--- src/rtl/write_buffer_store_pkg.sv ---
// Shared cache constants plus the write-buffer index/tag helpers and valid-update decode.
package write_buffer_store_pkg;

  localparam int BURST_COUNT = 7;
  localparam int DATASLICE   = 8;
  localparam int BYTE_LANES  = 4;
  localparam int WORD_LSB    = 2;
  localparam int WORD_W      = 3;
  localparam int LINE_OFF_W  = 5;

  typedef enum logic [1:0] {
    VOP_NONE,
    VOP_INVAL,
    VOP_ALLOC,
    VOP_MERGE
  } vop_e;

  // The write-buffer entry index sits right above the line offset; the tag is everything higher.
  function automatic int wb_tag_lsb(input int idx_w);
    return LINE_OFF_W + idx_w;
  endfunction

  function automatic vop_e wb_decode_vop(input logic write, input logic tagv_en,
                                         input logic tagval_out, input logic val_en);
    vop_e op;
    op = VOP_NONE;
    if (write) begin
      if (tagv_en)     op = tagval_out ? VOP_ALLOC : VOP_INVAL;
      else if (val_en) op = VOP_MERGE;
    end
    return op;
  endfunction

endpackage

--- src/rtl/wb_byte_ram.sv ---
// Line data store: one 8-bit array per byte lane so each lane infers its own block RAM.
module wb_byte_ram
  import write_buffer_store_pkg::*;
#(
  parameter int DEPTH = 32,
  parameter int AW    = 5
) (
  input  logic                             Clk,
  input  logic                             Reset,
  input  logic [AW-1:0]                    addr,
  input  logic [BYTE_LANES-1:0]            we,
  input  logic [BYTE_LANES*DATASLICE-1:0]  wdata,
  input  logic                             re,
  output logic [BYTE_LANES*DATASLICE-1:0]  rdata
);

  genvar gi;
  generate
    for (gi = 0; gi < BYTE_LANES; gi++) begin : g_lane
      logic [DATASLICE-1:0] mem [DEPTH];
      logic [DATASLICE-1:0] rd_reg;

      always_ff @(posedge Clk) begin
        if (we[gi]) mem[addr] <= wdata[gi*DATASLICE +: DATASLICE];
      end

      // Registered read samples the array before this edge's write lands (read-before-write).
      always_ff @(posedge Clk) begin
        if (Reset)   rd_reg <= '0;
        else if (re) rd_reg <= mem[addr];
      end

      assign rdata[gi*DATASLICE +: DATASLICE] = rd_reg;
    end
  endgenerate

endmodule

--- src/rtl/write_buffer_store.sv ---
// Write-buffer storage: tags, tag-valid and byte-valid bits, line data, occupancy and lookup outputs.
module write_buffer_store
  import write_buffer_store_pkg::*;
#(
  parameter int ENTRIES = 4,
  parameter int WORDS   = BURST_COUNT + 1
) (
  input  logic        Clk,
  input  logic        Reset,
  input  logic [31:0] Addr,
  input  logic [31:0] DataIn,
  input  logic [31:0] MemDataIn,
  input  logic [2:0]  Count,
  input  logic        wb_write,
  input  logic        wb_read,
  input  logic        wb_mem_en,
  input  logic        wb_val_en,
  input  logic        wb_tag_en,
  input  logic        wb_tagv_en,
  input  logic        wb_tagval_out,
  input  logic        wb_flush,
  input  logic        MergeData,
  input  logic [3:0]  wb_mbe,
  input  logic [5:0]  wb_flush_cnt,
  output logic        wb_full,
  output logic        wb_tagval_in,
  output logic        wb_tag_match,
  output logic [3:0]  wb_data_valid,
  output logic [31:0] wb_dout,
  output logic [31:0] wb_merged,
  output logic [31:0] wb_flush_addr
);

  localparam int IDX_W   = $clog2(ENTRIES);
  localparam int TAG_LSB = wb_tag_lsb(IDX_W);
  localparam int TAG_W   = 32 - TAG_LSB;
  localparam int CNT_W   = IDX_W + 1;
  localparam int RAM_AW  = IDX_W + WORD_W;

  logic [IDX_W-1:0]      addr_idx;
  logic [IDX_W-1:0]      sel;
  logic [WORD_W-1:0]     wsel;
  logic [TAG_W-1:0]      addr_tag;
  vop_e                  vop;
  logic                  rd_strobe;
  logic [BYTE_LANES-1:0] ram_we;

  logic [ENTRIES-1:0]    tagv_reg;
  logic [TAG_W-1:0]      tag_mem [ENTRIES];
  logic [BYTE_LANES-1:0] bval_reg [ENTRIES][WORDS];
  logic [CNT_W-1:0]      cnt_reg;
  logic [CNT_W-1:0]      cnt_next;
  logic                  full_reg;
  logic                  tagval_reg;
  logic                  match_reg;
  logic [BYTE_LANES-1:0] dv_reg;
  logic [31:0]           dout_ram;
  logic                  unused_bits;

  assign addr_idx = Addr[LINE_OFF_W +: IDX_W];
  assign addr_tag = Addr[TAG_LSB +: TAG_W];

  // A conflict flush (flush_cnt[5]) drains the entry the CPU address maps to.
  always_comb begin
    sel = addr_idx;
    if (wb_flush && !wb_flush_cnt[5]) sel = wb_flush_cnt[3 +: IDX_W];
  end

  assign wsel      = (wb_flush || MergeData) ? Count : Addr[WORD_LSB +: WORD_W];
  assign vop       = wb_decode_vop(wb_write, wb_tagv_en, wb_tagval_out, wb_val_en);
  assign rd_strobe = wb_read | wb_tag_en | wb_val_en;
  assign ram_we    = (wb_write && wb_mem_en && !wb_flush) ? wb_mbe : '0;

  wb_byte_ram #(
    .DEPTH (ENTRIES * WORDS),
    .AW    (RAM_AW)
  ) u_ram (
    .Clk   (Clk),
    .Reset (Reset),
    .addr  ({sel, wsel}),
    .we    (ram_we),
    .wdata (DataIn),
    .re    (rd_strobe & wb_mem_en),
    .rdata (dout_ram)
  );

  // Occupancy only moves on an actual tag-valid transition of the selected entry.
  always_comb begin
    cnt_next = cnt_reg;
    if (vop == VOP_ALLOC && !tagv_reg[sel])     cnt_next = cnt_reg + CNT_W'(1);
    else if (vop == VOP_INVAL && tagv_reg[sel]) cnt_next = cnt_reg - CNT_W'(1);
  end

  always_ff @(posedge Clk) begin
    if (Reset) begin
      tagv_reg <= '0;
      cnt_reg  <= '0;
      full_reg <= 1'b0;
      for (int e = 0; e < ENTRIES; e++)
        for (int w = 0; w < WORDS; w++)
          bval_reg[e][w] <= '0;
    end else begin
      case (vop)
        VOP_INVAL: begin
          tagv_reg[sel] <= 1'b0;
          for (int w = 0; w < WORDS; w++) bval_reg[sel][w] <= '0;
        end
        VOP_ALLOC: begin
          tagv_reg[sel] <= 1'b1;
          for (int w = 0; w < WORDS; w++)
            bval_reg[sel][w] <= (WORD_W'(w) == wsel) ? wb_mbe : '0;
        end
        VOP_MERGE: bval_reg[sel][wsel] <= bval_reg[sel][wsel] | wb_mbe;
        default: ;
      endcase
      cnt_reg  <= cnt_next;
      full_reg <= (cnt_reg == CNT_W'(ENTRIES));
    end
  end

  always_ff @(posedge Clk) begin
    if (!Reset && vop == VOP_ALLOC && wb_tag_en) tag_mem[sel] <= addr_tag;
  end

  always_ff @(posedge Clk) begin
    if (Reset) begin
      tagval_reg <= 1'b0;
      match_reg  <= 1'b0;
      dv_reg     <= '0;
    end else if (rd_strobe) begin
      tagval_reg <= tagv_reg[sel];
      match_reg  <= (tag_mem[sel] == addr_tag);
      dv_reg     <= bval_reg[sel][wsel];
    end
  end

  genvar gi;
  generate
    for (gi = 0; gi < BYTE_LANES; gi++) begin : g_merge
      assign wb_merged[gi*DATASLICE +: DATASLICE] = dv_reg[gi] ? dout_ram[gi*DATASLICE +: DATASLICE]
                                                               : MemDataIn[gi*DATASLICE +: DATASLICE];
    end
  endgenerate

  assign wb_full       = full_reg;
  assign wb_tagval_in  = tagval_reg;
  assign wb_tag_match  = match_reg;
  assign wb_data_valid = dv_reg;
  assign wb_dout       = dout_ram;
  assign wb_flush_addr = {tag_mem[sel], sel, {LINE_OFF_W{1'b0}}};

  assign unused_bits = ^{Addr[WORD_LSB-1:0], wb_flush_cnt[2:0]};

endmodule
--- config.mk ---
export PLATFORM = sky130hd
export DESIGN_NAME = write_buffer_store
export DESIGN_NICKNAME = d
export VERILOG_FILES = /design/src/rtl/write_buffer_store_pkg.sv /design/src/rtl/wb_byte_ram.sv /design/src/rtl/write_buffer_store.sv
export SDC_FILE = /design/constraint.sdc
export NUM_CORES = 2
export LEC_CHECK = 0
export BUFFER_PORTS_ARGS = -buffer_cell sky130_fd_sc_hd__buf_2
export CAP_MARGIN = 0
export CORE_MARGIN = 2
export CORE_UTILIZATION = 60
export CTS_BUF_LIST = sky130_fd_sc_hd__clkbuf_8 sky130_fd_sc_hd__clkbuf_16
export CTS_CLUSTER_SIZE = 28
export DETAILED_ROUTE_END_ITERATION = 12
export GPL_TIMING_DRIVEN = 0
export PLACE_DENSITY = 0.79
export SLEW_MARGIN = 25
export SYNTH_ARGS = -nofsm -noshare
export SYNTH_HDL_FRONTEND = slang
export SYNTH_SLANG_ARGS = --single-unit
export TNS_END_PERCENT = 1
--- constraint.sdc ---
create_clock -name Clk -period 11 [get_ports Clk]
set_clock_uncertainty 0.05 [all_clocks]
set_input_delay 1.1 -clock Clk [delete_from_list [all_inputs] [get_ports Clk]]
set_output_delay 1.1 -clock Clk [all_outputs]
set_load 0.02 [all_outputs]
# ---- Word-level counts from Yosys, hierarchy flattened
# Memories as Yosys holds them, arrays and structs flattened. A register that Yosys moved wholly into a read port is not among the register bits.
# Cells that the tools add are included.
dict set report totals {
  reg_bits 14
  mem_bits_rw 1252
  in_bits 120
  out_inout_bits 103
  elab_cells 191
  n_memories 6
}
dict set report classes {
  addsub 2
  n_lt_le_gt_ge 4
  n_eq_ne 12
  n_mux 95
  bitwise_logic 48
  reduce_logical 18
}
# memory words word_bits read_ports rd_ports_with_merged_regs wr line_no
set memory_table {}
lappend memory_table {{u_ram.g_lane[0].mem} 32 8 1 1 1 wb_byte_ram.sv:20} ;# logic [DATASLICE-1:0] mem [DEPTH];
lappend memory_table {{u_ram.g_lane[1].mem} 32 8 1 1 1 wb_byte_ram.sv:20}
lappend memory_table {{u_ram.g_lane[2].mem} 32 8 1 1 1 wb_byte_ram.sv:20}
lappend memory_table {{u_ram.g_lane[3].mem} 32 8 1 1 1 wb_byte_ram.sv:20}
lappend memory_table {bval_reg 4 32 1 0 4 write_buffer_store.sv:50} ;# logic [BYTE_LANES-1:0] bval_reg [ENTRIES][WORDS];
lappend memory_table {tag_mem 4 25 1 0 1 write_buffer_store.sv:49} ;# logic [TAG_W-1:0] tag_mem [ENTRIES];
# cell count
set op_table {}
lappend op_table {{2-to-1 mux 32 bit} 3}
lappend op_table {{2-to-1 mux 4 bit} 20}
lappend op_table {{2-to-1 mux 1 bit} 54}
lappend op_table {{bitwise OR 1 bit} 42}
lappend op_table {{2-to-1 mux 8 bit} 4}
lappend op_table {{OR reduction 32 bit} 1}
lappend op_table {{== test 25 bit} 1}
lappend op_table {{binary-select mux 4 bit (select 3 bit)} 1}
lappend op_table {{demux 4 bit (select 3 bit)} 1}
lappend op_table {{== test 3 bit (first input constant)} 4}
lappend op_table {{2-to-1 mux 2 bit} 6}
lappend op_table {{logical AND 1 bit} 9}
lappend op_table {{2-to-1 mux 3 bit} 3}
lappend op_table {{bitwise OR 4 bit} 2}
lappend op_table {{case mux 4 bit (2 select lines)} 1}
lappend op_table {{== test 2 x 3 -> 1 bit (first input constant)} 2}
lappend op_table {{AND 4 bit} 1}
lappend op_table {{== test 2 bit (second input constant)} 2}
lappend op_table {{greater-or-equal comparator 4 bit (second input constant)} 1}
lappend op_table {{zero test 1 bit} 4}
lappend op_table {{< comparator 4 x 1 -> 1 bit (second input constant)} 1}
lappend op_table {{inverter 3 -> 4 bit} 1}
lappend op_table {{inverter 4 bit} 1}
lappend op_table {{nonzero test 2 bit} 2}
lappend op_table {{12 further kinds} 12}

# ---- Logic depth before layout (Yosys ltp)
dict set report depth {
  ltp_word 11
  mapped_depth 16
  mapped_depth_nobuf 12
}

# ---- Hierarchy
# From an unflattened synthesis, not the netlist that was laid out.
dict set report unflattened {
  cells_unflattened 2981
  hier_area_um2 52271.4
}
# mod n_inst cells_per_inst area_per_inst_um2 seq_area_each_um2
set modules_own_cells {}
lappend modules_own_cells {wb_byte_ram 1 2122 40640.2 31390.1}
lappend modules_own_cells {write_buffer_store 1 859 11631.2 7126.8}

# ---- Least setup slack after synthesis
# Ideal clock, no wire load.
dict set report synth_timing {
  path_kind {input to register}
  start {input port wb_flush}
  end {memory tag_mem[0][0] (netlist bit), enable pin}
  arrival_time_ns 3.881
  required_ns 10.543
  path_slack_ns 6.662
  path_stages 11
  path_cell_list {buf_6 > nand2b_4 > buf_8 > mux2i_4 > buf_8 > buf_8 > buf_6 > buf_2 > buf_2 > nand2_1 > nor2_1}
}
dict set report synth_between {
  elab_chain_len 2
}
# item line_no
set synth_lines {}
lappend synth_lines {{from (decl)} write_buffer_store.sv:21} ;# input logic wb_flush,
lappend synth_lines {{logical AND 1 bit} write_buffer_store.sv:66} ;# if (wb_flush && !wb_flush_cnt[5]) sel = wb_flush_cnt[3 +: IDX_W];
lappend synth_lines {{2-to-1 mux 2 bit} write_buffer_store.sv:66}
lappend synth_lines {{to (decl)} write_buffer_store.sv:49}
# Every way passes these cells.

# ---- Final worst setup path
dict set report layout_timing {
  start {input port wb_flush}
  end {memory u_ram.g_lane[1].mem[17][3], enable pin}
}
dict set report layout_between {
  elab_chain_len 5
}
# item line_no
set layout_lines {}
lappend layout_lines {{zero test 1 bit} write_buffer_store.sv:72} ;# assign ram_we = (wb_write && wb_mem_en && !wb_flush) ? wb_mbe : '0;
lappend layout_lines {{logical AND 1 bit} write_buffer_store.sv:72}
lappend layout_lines {{2-to-1 mux 4 bit} write_buffer_store.sv:72}
lappend layout_lines {{2-to-1 mux 1 bit} wb_byte_ram.sv:24} ;# if (we[gi]) mem[addr] <= wdata[gi*DATASLICE +: DATASLICE];
lappend layout_lines {{2-to-1 mux 1 bit (not written as such)} wb_byte_ram.sv:24}
lappend layout_lines {{to (decl)} wb_byte_ram.sv:20}
# Several ways; a longest one is shown, not always the timed one.

==> summary.md <==
| Metric | Value |
|---|---|
| Outcome | completed |
| CP max-delay cell | sky130_fd_sc_hd__nor2_1 |
| Total grt overflow | 0 |
| Hold Path Class | register to register |
| Instance count after placement with tap cells included | 4,639 |
| Type of element launching the critical path | primary input |
| Number of vias in the routed layout | 35,200 |
| IR drop worst, VDD | 0.000146 V |
| Die span in y | 297 µm |
| Worst slack, placed | 5.10 ns |
| Max-cap violations | 0 |
| Number of warnings reported in the yosys synthesis log | 0 |
| Cell area after layout | 0.0583 mm² |
| Number of top-level pins | 223 |
| Top cells by instance count after synthesis | 1,252 x sky130_fd_sc_hd__edfxtp_1, 519 x sky130_fd_sc_hd__a22oi_1, 292 x sky130_fd_sc_hd__nor2_1 |
| EDFF count, synth | 1,252 |
| Final net count | 3,740 |
| Share of layout cells above drive strength 1 | 16.4% |
| Crit path top cell by count | sky130_fd_sc_hd__clkbuf_1 |
| Count of mapped cells out of synthesis | 3,276 |
| Routed Antenna Nets | 0 |
| Post-Route WL | 166 mm |
| Starting utilization of the core area | 60.4% |
| Die Wd | 297 µm |
| Type of the setup path with the least slack | primary input to register |
| DRC violations left | 0 |
| Port buffer count | 210 |
| Sink Count | 1,298 |
| Number of fill cells in the layout | 5,333 |
| Largest driver fanout on the critical path | 10 |
| Final Hold Violating Endpoints | 0 |
| Area added between synthesis and finish | 13.5% |
| Antenna violations before repair | 16 |
| Sum of negative setup slack | 0 ns |
| Sequential cell area fraction in the yosys report | 75.0% |
| Clk_lat worst skew | 0.70 ns |
| Post-route worst hold slack | 0.438 ns |
| First-pass iteration count of the detailed router | 9 |
| Number of standard-cell rows in the floorplan | 107 |
| Endpoints failing setup | 0 |
| Switching power as a share of total power | 24.0% |
| Mean Syn Cell Area | 15.7 µm² |
| Netlist Area Pre-Place | 0.0513 mm² |
| DP Area | 0.0540 mm² |
| Proportion of power drawn by the clock network | 40.5% |
| Share of the synthesized area in the top cell type | 73.2% |
| Total internal power | 8.35 mW |
| Largest buffer count on any clock path | 3 |
| Hpwl dp | 112 mm |
| Total Routing Usage GR | 37.5% |
| Synth top area cells | sky130_fd_sc_hd__edfxtp_1 73%, sky130_fd_sc_hd__a22oi_1 7.6%, sky130_fd_sc_hd__nand3_1 2.7%, sky130_fd_sc_hd__nor2_1 2.1%, sky130_fd_sc_hd__dfxtp_1 1.8% |
| Maximum frequency from static timing analysis | 180 MHz |
| Crit path largest cell delay | 0.91 ns |
| Mean routed wirelength per cell | 34.1 µm |
| PostCTS Resize Cnt | 0 |
| Leakage power figure | 19.2 nW |
| Number of flip-flops in the largest register | 1,024 |
| Minimum clock period after layout | 5.57 ns |
| Top-count cell post-synth | sky130_fd_sc_hd__edfxtp_1 |
| Hold-fix buffers, CTS | 0 |
| Total die area | 0.0879 mm² |
| Area taken by multi-input logic gates | 0.0115 mm² |
| Data required time at the worst endpoint | 11.28 ns |
| Worst setup margin | 5.43 ns |
| Register share of total power | 50.0% |
| Total area of sequential cells | 0.0385 mm² |
| Iteration-0 DRC Markers | 7,269 |
| Max-slew violation count | 0 |
| Data arrival time of the worst path | 5.84 ns |
| Total setup buffers inserted after CTS | 0 |
| Max H-tree Level | 3 |
| Number of buffers inserted during clock tree synthesis | 118 |
| Clock-pin slew reported for the worst setup and hold paths after clock tree synthesis | 0.07 ns |
| Final worst path period share | 50.6% |
| Part of the power in combinational logic | 9.5% |
| Via count normalized by instance count | 7.22 |
| Cell-by-cell trace of the critical path | buf_6 > nor2_1 > buf_2 > mux2i_1 > clkbuf_1 > clkbuf_1 > clkbuf_1 > nand3_1 > nor2_1 |
| Transition at the pin with the smallest max-transition slack | 1.23 ns |
| Pin count of the biggest net entering global routing | 33 |
| Number of library cell types mapped by synthesis | 78 |
| Area of the core | 0.0850 mm² |
| Via count of the first global-routing pass | 32,800 |
| Post-route non-filler standard cell count | 4,871 |
| Share of async-settable or async-resettable flops after synthesis | 0% |
| Net switching power figure | 2.63 mW |
| Post-synthesis register bit count | 1,298 |
| TritonCTS clock tree | built |
| Global-route wire length before repair | 230 mm |
| Post-synth top area cell | sky130_fd_sc_hd__edfxtp_1 |
| CTS root buf | sky130_fd_sc_hd__clkbuf_16 |
| Final weighted congestion in routability-driven placement | 0.997 |
| Unrepaired setup endpoints after global routing | no |
| Primary flip-flop cell chosen by synthesis mapping | sky130_fd_sc_hd__edfxtp_1 |
| Type of element capturing the critical path | register |
| Power density relative to cell area | 189 mW/mm² |
| Relative slew slack | 17.8% |
[cell usage in the layout, fill, tap and decap left out, drive strengths merged, types with 9 or more instances in the layout]
cell and count:
edfxtp 1252, bufinv 26, nand2 80, buf 352, a22oi 519, nand3 275, a22o 33, nor3 9
a21oi 16, o21ai 22, clkinv 62, a311oi 65, and3 37, a31oi 40, mux4 24, nor2 292
o211ai 19, inv 33, a2111oi 10, dfxtp 46, o21bai 17, mux2 33, mux2i 77, a21o 24
clkbuf 238
[worst max-delay path, delay by kind of cell]
family        cells  cell delay, ns
mux               1            0.39
buf+inv           5            2.82
simple gates      3            1.52
[kinds of logic after synthesis]
| group | share of synthesized area [%] |
|---|---|
| muxes | 3.35 |
| AOI/OAI and AO/OA | 12.2 |
| and+or+nand+nor | 6.44 |
| DFF | 75.0 |
| other | 0.00730 |
| xor gates and xnor gates | 0.205 |
| buffers and inverters | 2.65 |
| adders and majority gates | 0.136 |
[power groups by stage]
stage               clock [mW]  sequential [mW]  combinational, mW
floorplan                    0             5.60              0.498
global placement             0             5.60              0.953
detailed placement           0             5.60              0.974
CTS                       4.42             5.49              0.983
global route              4.61             5.50               1.06
finish                    4.45             5.50               1.04
[layer usage]
layer	part of all wire (%)	track usage [%]
met4	7.4	23.5
met5	0.067	0
met1	32	49.7
met2	43	54.5
met3	17	11.7
[final timing paths]
path	start	cells after the start	slack (ns)	to
max reg2reg	bval_reg[3][16]	7	8.14	bval_reg[3][28]
min reg2reg	register	2	0.44	register
min	register	2	0.44	register
max	wb_flush	9	5.43	u_ram.g_lane[1].mem[17][3]
[through the flow]
| step | util, % | total power, mW |
|---|---|---|
| 2_1_floorplan | - | 6.10 |
| 3_3_place_gp | 63.3 | 6.55 |
| 3_5_place_dp | 63.5 | 6.57 |
| 4_1_cts | 68.5 | 10.9 |
| 5_1_grt | 68.5 | 11.2 |
| 6_report | 68.6 | 11.0 |
[cell type report]
type,count,area share (%)
repair buffers,215,2.00
inverters,22,0.146
clock inverters,103,2.08
diodes,8,0.0343
multi-input cells,1706,19.8
flip-flops and latches,1298,66.1
clock buffers,121,5.20
plain buffers,254,2.20
well taps,1144,2.46
(Power assumes the default switching activity.)
